[src/rtl/tick_scheduler.sv]
`timescale 1ns/1ps
// Programmable per-channel enable ticks; a tick appears P+2 cycles after the config handshake, its event one cycle later.
// ev_ready low holds the event slot; further ticks queue one deep per channel and set the sticky overrun flag beyond that.
module tick_scheduler #(
    parameter int N_CH  = 4,
    parameter int CNT_W = 26
) (
    input  logic                    clk,
    input  logic                    rst,
    input  logic                    cfg_valid,
    output logic                    cfg_ready,
    input  logic [$clog2(N_CH)-1:0] cfg_ch,
    input  logic [CNT_W-1:0]        cfg_period,
    input  logic                    sync,
    output logic [N_CH-1:0]         tick,
    output logic                    ev_valid,
    output logic [$clog2(N_CH)-1:0] ev_ch,
    input  logic                    ev_ready,
    output logic [N_CH-1:0]         ovr
);
    localparam int CH_W = $clog2(N_CH);
    localparam logic [CNT_W-1:0] ONE = CNT_W'(1);

    typedef enum logic {S_IDLE, S_APPLY} state_t;

    state_t            state_q;
    logic              cfg_ready_q;
    logic [CH_W-1:0]   cfg_ch_q;
    logic [CNT_W-1:0]  cfg_period_q;

    always_ff @(posedge clk) begin
        if (rst) begin
            state_q      <= S_IDLE;
            cfg_ready_q  <= 1'b0;
            cfg_ch_q     <= '0;
            cfg_period_q <= '0;
        end else begin
            case (state_q)
                S_IDLE: begin
                    if (cfg_valid && cfg_ready_q) begin
                        cfg_ch_q     <= cfg_ch;
                        cfg_period_q <= cfg_period;
                        cfg_ready_q  <= 1'b0;
                        state_q      <= S_APPLY;
                    end else begin
                        cfg_ready_q  <= 1'b1;
                    end
                end
                S_APPLY: begin
                    cfg_ready_q <= 1'b1;
                    state_q     <= S_IDLE;
                end
                default: begin
                    cfg_ready_q <= 1'b0;
                    state_q     <= S_IDLE;
                end
            endcase
        end
    end

    logic [CNT_W-1:0] period_q [N_CH];
    logic [CNT_W-1:0] period_d [N_CH];
    logic [CNT_W-1:0] cnt_q    [N_CH];
    logic [CNT_W-1:0] cnt_d    [N_CH];
    logic [N_CH-1:0]  tick_q, tick_d;
    logic [N_CH-1:0]  pending_q, pending_d;
    logic [N_CH-1:0]  ovr_q, ovr_d;
    logic             ev_valid_q, ev_valid_d;
    logic [CH_W-1:0]  ev_ch_q, ev_ch_d;
    logic [CH_W-1:0]  last_q, last_d;

    logic [N_CH-1:0]  apply, live, wrap, cand, grant;
    logic [CH_W-1:0]  rr_idx [N_CH];
    logic [CH_W-1:0]  pick;
    logic             found, load;

    always_comb begin
        apply = '0;
        live  = '0;
        wrap  = '0;
        tick_d = '0;
        for (int i = 0; i < N_CH; i++) begin
            // Channel numbers beyond N_CH never match, so such writes fall away.
            apply[i]    = (state_q == S_APPLY) && (int'(cfg_ch_q) == i);
            live[i]     = (period_q[i] != '0);
            wrap[i]     = (cnt_q[i] == period_q[i] - ONE);
            tick_d[i]   = live[i] && wrap[i] && !sync && !apply[i];
            period_d[i] = apply[i] ? cfg_period_q : period_q[i];
            cnt_d[i]    = (sync || apply[i] || !live[i] || wrap[i]) ? '0 : cnt_q[i] + ONE;
        end
    end

    // A tick competes for the slot in the cycle it is presented, so an idle slot fills one cycle later.
    always_comb begin
        cand  = pending_q | tick_q;
        load  = !ev_valid_q || ev_ready;
        found = 1'b0;
        pick  = '0;
        for (int k = 0; k < N_CH; k++) begin
            rr_idx[k] = CH_W'((int'(last_q) + k + 1) % N_CH);
        end
        for (int k = 0; k < N_CH; k++) begin
            if (!found && cand[rr_idx[k]]) begin
                found = 1'b1;
                pick  = rr_idx[k];
            end
        end
        grant      = '0;
        ev_valid_d = ev_valid_q;
        ev_ch_d    = ev_ch_q;
        last_d     = last_q;
        if (load) begin
            ev_valid_d = found;
            if (found) begin
                ev_ch_d     = pick;
                last_d      = pick;
                grant[pick] = 1'b1;
            end
        end
        pending_d = '0;
        ovr_d     = '0;
        for (int i = 0; i < N_CH; i++) begin
            if (apply[i]) begin
                pending_d[i] = 1'b0;
                ovr_d[i]     = 1'b0;
            end else begin
                pending_d[i] = grant[i] ? (pending_q[i] && tick_q[i]) : cand[i];
                ovr_d[i]     = ovr_q[i] || (tick_q[i] && pending_q[i] && !grant[i]);
            end
        end
    end

    always_ff @(posedge clk) begin
        if (rst) begin
            for (int i = 0; i < N_CH; i++) begin
                period_q[i] <= '0;
                cnt_q[i]    <= '0;
            end
            tick_q     <= '0;
            pending_q  <= '0;
            ovr_q      <= '0;
            ev_valid_q <= 1'b0;
            ev_ch_q    <= '0;
            last_q     <= CH_W'(N_CH - 1);
        end else begin
            for (int i = 0; i < N_CH; i++) begin
                period_q[i] <= period_d[i];
                cnt_q[i]    <= cnt_d[i];
            end
            tick_q     <= tick_d;
            pending_q  <= pending_d;
            ovr_q      <= ovr_d;
            ev_valid_q <= ev_valid_d;
            ev_ch_q    <= ev_ch_d;
            last_q     <= last_d;
        end
    end

    assign cfg_ready = cfg_ready_q;
    assign tick      = tick_q;
    assign ev_valid  = ev_valid_q;
    assign ev_ch     = ev_ch_q;
    assign ovr       = ovr_q;

endmodule
[config.mk]
export PLATFORM = sky130hd
export DESIGN_NAME = tick_scheduler
export DESIGN_NICKNAME = d
export VERILOG_FILES = /design/src/rtl/tick_scheduler.sv
export SDC_FILE = /design/constraint.sdc
export NUM_CORES = 1
export LEC_CHECK = 0
export ABC_AREA = 1
export CORE_MARGIN = 8
export CORE_UTILIZATION = 45
export CTS_BUF_LIST = sky130_fd_sc_hd__clkbuf_8 sky130_fd_sc_hd__clkbuf_16
export DETAILED_ROUTE_END_ITERATION = 10
export GPL_ROUTABILITY_DRIVEN = 0
export SYNTH_ARGS = -nofsm -noshare
export SYNTH_HDL_FRONTEND = slang
export SYNTH_SLANG_ARGS = --single-unit
[constraint.sdc]
create_clock -name clk -period 5.2 [get_ports clk]
set_input_delay 1.04 -clock clk [delete_from_list [all_inputs] [get_ports clk]]
set_output_delay 1.04 -clock clk [all_outputs]
set_load 0.03 [all_outputs]
==> metrics.md, run 1 <==
| Metric | Value |
|---|---|
| Io pins | `45` |
| Status | `completed` |
| Worst EP required | `4.16 ns` |
| Min Tclk post-route | `2.801 ns` |
| Max Slew Vio Count | `0` |
| Final Hold Viols | `0` |
| Warnings from Yosys | `0` |
| Data arrival, critical path | `1.76 ns` |
| H-tree Lvls | `1` |
| F_max | `0.3571 GHz` |
| Drt drc | `0` |
| Worst-Skew Late Latency | `0.56 ns` |
| Nets | `2267` |
| Sequential fraction of the synthesis area | `34.75%` |
| Antenna Nets Post-Route | `0` |
| Worst setup SP type | `flop` |
| Total grt overflow | `0` |
| Max-cap violations | `0` |
| CTS Hold Bufs | `0` |
| EDFF count, synth | `0` |
| Initial Util | `45.38%` |
| CP max-delay cell | `clkdlybuf4s50_1` |
| Antenna diodes | `0` |
| Reg2reg setup slack | `2.66 ns` |
| P&R area growth vs syn | `12.42%` |
| Delay of the slowest cell on the worst path | `0.73 ns` |
| Slew @ Worst Pin | `1.154 ns` |
| Pin count of the biggest net entering global routing | `98` |
| Total Wirelength | `39160 um` |
| PD cells | `307.9 nW/um^2` |
| Clk slew on worst S/H paths | `0.06 ns` |
| Hold_ws | `0.4486 ns` |
| CTS root buf | `clkbuf_16` |
| First-pass GRT wire length | `63870 um` |
| Pleak | `7.151 nW` |
| Setup crit end kind | `output port` |
| Synth top area cells | `dfxtp_1 (35%), nand2_1 (12%), nor2_1 (8.3%)` |
| CTS tree | `yes` |
| Core Footprint | `32370 um^2` |
| Final worst path period share | `53.86%` |
| Synth top area share | `34.75%` |
| Postcts setup bufs | `0` |
| Cell taking the most area after synthesis | `dfxtp_1` |
| Number of port buffers | `44` |
| Detail Placement HPWL | `29070 um` |
| RSZ-0062 raised after global routing | `false` |
| Syn avg cell area | `6.692 um^2` |
| Clk sinks | `255` |
| Seq cells post-synth | `255` |
| Crit-path cells | `clkdlybuf4s50_1` |
| Num CTS Buffers | `28` |
| Initial antenna violation count | `0` |
| Crit Path Category | `flop to output port` |
| Die width | `196.7 um` |
| HP Class | `flop to flop` |
| Die area | `38680 um^2` |
| Maximum fanout along the worst path | `3` |
| Post-CTS sizing | `0` |
| Peak VDD IR | `0.0002709 V` |
| Total track usage | `20.08%` |
| Detailed Routing Iterations Pass 1 | `5` |
| Setup TNS | `0 ns` |
| DR vias/cell | `4.949` |
| Yosys cell types | `47` |
| Synth Cell Area | `14690 um^2` |
| Max-slew headroom | `22.96%` |
| Vias | `13.29k` |
| DR iter-0 viols | `826` |
| Synthesized Nets | `2240` |
| Most common cell after layout, fill and taps aside | `nand2_1` |
| Worst path bufs/invs | `1` |
| Post-synthesis async set-or-reset flop share | `0%` |
| Most frequent cells in the layout | `nand2_1 (460), nor2_1 (323), inv_1 (288)` |
| Top_reg_cell synth | `dfxtp_1` |
| Die Y | `196.7 um` |
| Clock skew | `0.009596 ns` |
| Layout cells sized above 1 | `6.328%` |
| FP Rows | `66` |
| Synthesized instance count | `2195` |
| Final setup violation count | `0` |
| CP top delay family | `buffers and inverters` |
| Vias in the first global route | `12.42k` |
| Wire per inst | `14.58 um` |
| CTS max path bufs | `3` |
[worst reg2reg max path, delay by kind of cell, from the launching register on]
| family | cells | cell delay (ns) |
|---|---|---|
| simple gates | 9 | 1.41 |
| flops | 1 | 0.36 |
| buf+inv | 2 | 0.26 |
| fa+ha+maj | 1 | 0.23 |
| xor+xnor | 1 | 0.17 |
[sequential cells by signal, indices dropped and copies added, names as in the netlist, 2 cells and up]
| register | cells |
|---|---|
| cnt_q | 104 |
| cfg_ch_q | 2 |
| ovr | 4 |
| period_q | 104 |
| pending_q | 4 |
| tick | 4 |
| cfg_period_q | 26 |
| ev_ch | 2 |
| last_q | 2 |
[logic make-up (layout without fill, tap and decap cells)]
| group | after synthesis | after routing | synth area share, % |
|---|---|---|---|
| xor gates and xnor gates | 188 | 188 | 11.26 |
| buffers and inverters | 345 | 394 | 9.370 |
| AOI/OAI and AO/OA | 291 | 291 | 10.33 |
| and+or+nand+nor | 1104 | 1104 | 33.26 |
| adders and majority gates | 12 | 12 | 1.022 |
| DFF | 255 | 255 | 34.75 |
[metrics by stage]
stage | util [%] | power (mW) | cells | instance area (um^2) | setup WS, ns
3_5_place_dp | 47.77 | 2.881 | 2634 | 15460 | 2.176
6_report | 51.01 | 5.085 | 2686 | 16510 | 2.399
5_1_grt | 51.01 | 5.318 | 2686 | 16510 | 2.367
2_1_floorplan | - | 2.681 | 2195 | 14690 | 2.922
4_1_cts | 51.01 | 5.130 | 2686 | 16510 | 2.355
3_3_place_gp | 47.77 | 2.866 | 2634 | 15460 | 2.178
[synth_stat cells (4+ instances only)]
master	number
a21oi_1	120
nand2_1	460
dfxtp_1	255
nor3_1	56
ha_1	12
inv_1	287
nand3b_1	18
nand3_2	6
nor3_2	7
inv_2	4
clkbuf_1	40
xnor2_1	68
nor2_1	325
xor2_1	119
buf_6	8
nor2_4	12
o21ai_0	154
nor2_2	33
nor4_1	7
nand2_2	8
nand3_1	117
nand4_1	40
[final timing paths]
kind,from,to,cells after the start
max reg2reg,period_q[0][0],cnt_q[0][22],13
max,tick[2],tick[2],1
min,ovr[0],ovr[0],2
min reg2reg,ovr[0],ovr[0],2
[power breakdown]
part | leakage (nW) | switching (mW) | internal (mW) | total (mW)
sequential | 2.06 | 0.0529 | 2.00 | 2.05
combinational | 4.58 | 0.533 | 0.265 | 0.798
clock | 0.512 | 0.853 | 1.38 | 2.24
[per-layer routing]
layer / global-route usage (%) / share of wire, %
met3: 2.558 / 3.1
met2: 33.00 / 45
met1: 27.14 / 48
met5: 0 / 0
met4: 6.325 / 3.3
[final cells by class]
type,instances,area [um^2]
flip-flops and latches,255,5105
multi-input cells,1595,8223
clock inverters,18,256.5
clock buffers,34,794.5
fillers,3336,15860
well taps,442,553.0
inverters,292,1096
repair buffers,50,485.5
(Power assumes the default switching activity.)
==> run 2: changes to the inputs <==
- clock period: 5.2 -> 2.6 ns (I/O delays scaled with it)
==> run 2 against run 1 <==
Net effect: clock power grew 91%; total power increased by 97%; count of clock-buffer cells in the layout is 1 lower; worst hold slack hardly changed; largest power group unchanged.
==> metrics.md, run 2 (synthesis results as in run 1) <==
| Metric | Value |
|---|---|
| Vias in the first global route | `12.32k (-0.75%)` |
| Number of port buffers | `44 (unchanged)` |
| Total grt overflow | `0 (unchanged)` |
| CTS root buf | `clkbuf_16` |
| Antenna Nets Post-Route | `0 (unchanged)` |
| CP max-delay cell | `dfxtp_1` |
| Status | `completed` |
| Min Tclk post-route | `2.310 ns` |
| Top Registers | `cnt_q x104, period_q x104, cfg_period_q x26` |
| Clock Power Share | `42.8% (-1.2 points)` |
| FP Rows | `66 (unchanged)` |
| Clk sinks | `255 (unchanged)` |
| Antenna diodes | `0 (unchanged)` |
| Maximum fanout along the worst path | `26 (+23)` |
| H-tree Lvls | `1 (unchanged)` |
| Die width | `196.7 um (unchanged)` |
| P_sw | `2.834 mW (+97%)` |
| RSZ-0062 raised after global routing | `false` |
| First-pass GRT wire length | `63650 um (-0.35%)` |
| Setup crit end kind | `flop` |
| Wire per inst | `14.53 um (-0.34%)` |
| Data arrival, critical path | `2.75 ns (+0.99 ns)` |
| DR iter-0 viols | `773 (-6.4%)` |
| Die Y | `196.7 um (unchanged)` |
| Seq pwr share | `41.0% (+0.7 points)` |
| CTS max path bufs | `3 (unchanged)` |
| Detail Placement HPWL | `29820 um (+2.6%)` |
| Combinational share of power | `16.2% (+0.5 points)` |
| Drt drc | `0 (unchanged)` |
| Delay of the slowest cell on the worst path | `0.33 ns (-0.40 ns)` |
| Slew @ Worst Pin | `0.7212 ns (-0.4331 ns)` |
| Total Wirelength | `39160 um (about the same)` |
| CTS tree | `yes` |
| Most frequent cells in the layout | `nand2_1 (460), nor2_1 (323), inv_1 (290)` |
| Most common cell after layout, fill and taps aside | `nand2_1` |
| HP Class | `flop to flop` |
| Io pins | `45 (unchanged)` |
| Clock skew | `0.01159 ns (+0.001992 ns)` |
| Final setup violation count | `0 (unchanged)` |
| Worst setup SP type | `flop` |
| P&R area growth vs syn | `12.69%` |
| Max-cap violations | `0 (unchanged)` |
| Core Footprint | `32370 um^2 (unchanged)` |
| CP top delay family | `simple AND/OR/NAND/NOR gates` |
| Nets | `2278 (+0.49%)` |
| Max Slew Vio Count | `0 (unchanged)` |
| Sw Ratio | `28.35% (+0.058 points)` |
| Layout cells sized above 1 | `6.613% (+0.29 points)` |
| Peak VDD IR | `0.0005709 V (+110%)` |
| Vias | `13.37k (+0.55%)` |
| Crit Path Category | `flop to flop` |
| Final worst path period share | `88.86%` |
| Detailed Routing Iterations Pass 1 | `5 (unchanged)` |
| Fillers | `3323 (-0.39%)` |
| Initial antenna violation count | `0 (unchanged)` |
| PD cells | `603.9 nW/um^2 (+96%)` |
| Crit-path cells | `inv_1, ha_1, nand2_2, nor2_4, buf_4, xor2_2, nand2_1, a21oi_1, nand2_1, nor2_1, nand3_2, nand2_8, nor2_1` |
| Initial Util | `45.38% (unchanged)` |
| Die area | `38680 um^2 (unchanged)` |
| Pleak | `7.196 nW (+0.64%)` |
| Final core utilization | `51.14% (+0.12 points)` |
| DR vias/cell | `4.960 (+0.21%)` |
| Worst-Skew Late Latency | `0.56 ns (about the same)` |
| Max-slew headroom | `51.87% (+29 points)` |
| F_max | `0.4329 GHz` |
| Setup TNS | `0 ns (unchanged)` |
| Worst path bufs/invs | `2 (+1)` |
| Internal | `7.162 mW (+96%)` |
| Worst EP required | `3.04 ns (-1.12 ns)` |
| Num CTS Buffers | `28 (unchanged)` |
| Pin count of the biggest net entering global routing | `72 (-27%)` |
| Total track usage | `20.02% (-0.061 points)` |
| Final Hold Viols | `0 (unchanged)` |
| Clk slew on worst S/H paths | `0.06 ns (about the same)` |
run 2: cell count changes in the layout (fill, tap and decap cells not counted):
cell	previous run	this run
bufinv_16	6	5
clkinvlp_4	4	2
inv_6	1	2
clkinv_4	1	0
nand2_4	3	2
inv_1	288	290
clkbuf_8	5	4
nand2_8	0	1
buf_4	6	17
run 2: final timing paths:
check | cells after the start | startpoint | end | slack [ns]
setup / recovery | 13 | period_q[0][0] | cnt_q[0][17] | 0.29
hold / removal | 2 | ovr[1] | ovr[1] | 0.45
setup reg to reg | 13 | period_q[0][0] | cnt_q[0][17] | 0.29
hold reg to reg | 2 | ovr[1] | ovr[1] | 0.45
run 2: final cells by class:
class,count,area [um^2],share of cell area (%)
multi-input cells,1595,8232,49.73
well taps,442,553.0,3.341
repair buffers,61,568.0,3.432
clock buffers,33,780.7,4.717
clock inverters,17,219.0,1.323
inverters,292,1096,6.621
flip-flops and latches,255,5105,30.84
run 2: worst register-to-register path: stages (launching register included):
cell     delay (ns)
dfxtp_1        0.33
inv_1          0.15
ha_1           0.23
nand2_2        0.11
nor2_4         0.24
buf_4          0.19
xor2_2         0.15
nand2_1        0.07
a21oi_1        0.11
nand2_1        0.07
nor2_1         0.11
nand3_2        0.14
nand2_8        0.21
nor2_1         0.08
run 2: repair_timing:
item | in CTS | in global routing
gates resized for setup | 0 | 1
endpoints found under the hold margin | 0 | 0
buffers inserted | 0 | 1
setup endpoints to repair | 0 | 26
hold buffers | 0 | 0
run 2: power by group through the flow:
stage / clock, mW / combinational, mW / sequential (mW)
floorplan: 0 / 1.21 / 4.15
global placement: 0 / 1.58 / 4.18
detailed placement: 0 / 1.59 / 4.18
CTS: 4.40 / 1.60 / 4.09
global route: 4.54 / 1.85 / 4.11
finish: 4.28 / 1.62 / 4.10
run 2: stage by stage:
stage / cells / area [um^2] / hold WS, ns / setup slack, ns / power, mW
floorplan: 2195 / 14690 / 0.4396 / 0.5932 / 5.362
global placement: 2644 / 15540 / 0.4416 / 0.2892 / 5.758
detailed placement: 2644 / 15540 / 0.4434 / 0.2174 / 5.771
CTS: 2694 / 16540 / 0.4533 / 0.2007 / 10.10
global route: 2695 / 16550 / 0.4796 / 0.01776 / 10.49
finish: 2695 / 16550 / 0.4483 / 0.2897 / 9.997
run 2: routing by layer:
metal  global-route usage, %  up-vias  routed length, um
met1                   27.76     6037              19150
met5                       0        -                  0
li1                        -     7023                  -
met2                   32.29      238              17390
met3                   2.320       68               1384
met4                   6.130        0               1228
==> run 3: changes to the inputs <==
- clock period: 2.6 -> 2.7 ns (I/O delays scaled with it)
==> run 3 against run 2 <==
Net effect: total power is 2.9% lower; maximum frequency is 4.2% lower; clock power is 1% lower; via count is 0.67% lower; cell area hardly changed; flip-flop and latch count stayed put; register-to-register slack hardly changed; critical path depth is 2 higher; utilization hardly changed; critical endpoint is now cnt_q[0][4]; largest power group unchanged.
==> metrics.md, run 3 (synthesis results as in run 1) <==
| Metric | Value |
|---|---|
| Hold Crit Depth | `2 (unchanged)` |
| CTS Hold Bufs | `0 (unchanged)` |
| Num CTS Buffers | `29 (+3.6%)` |
| Min Tclk post-route | `2.412 ns (+0.1013 ns)` |
| Setup crit end kind | `flop` |
| DR iter-0 viols | `851 (+10%)` |
| Worst-Skew Late Latency | `0.57 ns (about the same)` |
| Worst setup SP type | `flop` |
| Crit Path Category | `flop to flop` |
| Setup WS pre-CTS | `0.2968 ns (+0.07942 ns)` |
| Layout cells sized above 1 | `6.447% (-0.17 points)` |
| Core Footprint | `32370 um^2 (unchanged)` |
| Status | `completed` |
| Detailed Routing Iterations Pass 1 | `5 (unchanged)` |
| Drt drc | `0 (unchanged)` |
| F_max | `0.4147 GHz (-4.2%)` |
| Pin count of the biggest net entering global routing | `108 (+50%)` |
| Post-CTS sizing | `0 (unchanged)` |
| Setup TNS | `0 ns (unchanged)` |
| Die width | `196.7 um (unchanged)` |
| Initial antenna violation count | `0 (unchanged)` |
| Die area | `38680 um^2 (unchanged)` |
| Max-slew headroom | `47.83% (-4.0 points)` |
| Io pins | `45 (unchanged)` |
| Data arrival, critical path | `2.85 ns (+0.10 ns)` |
| HP Class | `flop to flop` |
| Worst hold start | `ovr[0]` |
| Worst Reg-to-Reg Cells | `15 (+2)` |
| Most frequent cells in the layout | `nand2_1 (460), nor2_1 (323), inv_1 (290)` |
| Slew @ Worst Pin | `0.7816 ns (+0.06042 ns)` |
| Worst Hold Path EP | `ovr[0]` |
| Vias in the first global route | `12.45k (+0.99%)` |
| RSZ-0062 raised after global routing | `false` |
| FP Rows | `66 (unchanged)` |
| Die Y | `196.7 um (unchanged)` |
| H-tree Lvls | `1 (unchanged)` |
| Final setup violation count | `0 (unchanged)` |
| Nets | `2272 (-0.26%)` |
| Initial Util | `45.38% (unchanged)` |
| Total track usage | `19.96% (-0.066 points)` |
| Delay of the slowest cell on the worst path | `0.34 ns (about the same)` |
| Postcts setup bufs | `0 (unchanged)` |
| Total Wirelength | `38700 um (-1.2%)` |
| Pleak | `7.188 nW (-0.11%)` |
| Total grt overflow | `0 (unchanged)` |
| First-pass GRT wire length | `63780 um (+0.22%)` |
| Non-Filler Instances | `2691 (-0.15%)` |
| Top Registers | `cnt_q x104, period_q x104, cfg_period_q x26` |
| Clock skew | `0.01021 ns (-0.001380 ns)` |
| CP max-delay cell | `nor2_4` |
| Peak VDD IR | `0.0005478 V (-4.1%)` |
| Placed Cells | `2638 (-0.23%)` |
| CTS root buf | `clkbuf_16` |
| CTS max path bufs | `3 (unchanged)` |
| Clk sinks | `255 (unchanged)` |
| Final Total Pwr | `9.708 mW (-2.9%)` |
| Clk slew on worst S/H paths | `0.06 ns (about the same)` |
| Antenna diodes | `0 (unchanged)` |
| Reg2reg setup slack | `0.29 ns (about the same)` |
| Worst r2r dst | `cnt_q[0][4]` |
| Final Hold Viols | `0 (unchanged)` |
| Worst EP required | `3.14 ns (+0.10 ns)` |
| P&R area growth vs syn | `12.59% (about the same)` |
| Max Slew Vio Count | `0 (unchanged)` |
| Detail Placement HPWL | `29170 um (-2.2%)` |
| Crit-path cells | `inv_1, ha_1, nand2_2, nor2_4, nand3_1, nand2_1, nand2_1, nand2_1, nand2_1, inv_1, nand2_1, nor2_1, nand3_2, nand2_4, nor2_1` |
| Most frequent CP cell | `nand2_1` |
| DR vias/cell | `4.934 (-0.52%)` |
| Final core utilization | `51.09% (about the same)` |
| Wire per inst | `14.38 um (-1.0%)` |
| Final worst path period share | `89.32% (+0.46 points)` |
| CTS tree | `yes` |
| Most common cell after layout, fill and taps aside | `nand2_1` |
| Max-cap violations | `0 (unchanged)` |
| PnR worst setup slack | `0.2884 ns (-0.001347 ns)` |
| Number of port buffers | `44 (unchanged)` |
| Antenna Nets Post-Route | `0 (unchanged)` |
| Vias | `13.28k (-0.67%)` |
| R2R Path Start | `period_q[0][0]` |
| Maximum fanout along the worst path | `26 (unchanged)` |
| PD cells | `587.0 nW/um^2 (-2.8%)` |
==> run 3: through the flow <==
stage	area [um^2]	hold WS [ns]
detailed placement	15500	0.4417
global placement	15500	0.4417
CTS	16540	0.4509
global route	16540	0.4719
floorplan	14690	0.4396
finish	16540	0.4490
==> run 3: how the worst max path moves through the flow <==
| stage | startpoint | to |
|---|---|---|
| final | period_q[0][0] | cnt_q[0][4] |
| after global routing | period_q[0][0] | cnt_q[0][4] |
| after CTS | period_q[0][0] | cnt_q[0][18] |
| after detailed placement | period_q[0][0] | cnt_q[0][4] |
| after global placement | period_q[0][0] | cnt_q[0][19] |
| after floorplan | period_q[0][0] | cnt_q[0][16] |
==> run 3: final cells by class <==
cell class	instances	area (um^2)
clock buffer	35	808.3
sequential	255	5105
fill	3271	15830
timing repair buffer	54	528.0
multi-input combinational	1595	8223
inverter	292	1096
clock inverter	18	225.2
tap	442	553.0
==> run 3: critical path, delay by kind of cell (launching register included) <==
kind	cells	cell delay, ns
fa+ha+maj	1	0.24
buf+inv	2	0.20
flops	1	0.33
simple gates	12	1.51
==> run 3: layer usage <==
metal  wire length (um)  vias up  track usage, %
met2              17130      268           32.11
met3               1427       70           2.439
met1              19030     5934           27.67
li1                   -     7005               -
met4               1112        0           6.046
met5                  0        -               0
==> run 3: power by group <==
part	switching [mW]	leakage (nW)	total [mW]	internal [mW]
clock network	1.62	0.524	4.22	2.60
logic	1.03	4.60	1.55	0.515
registers	0.0969	2.06	3.94	3.85
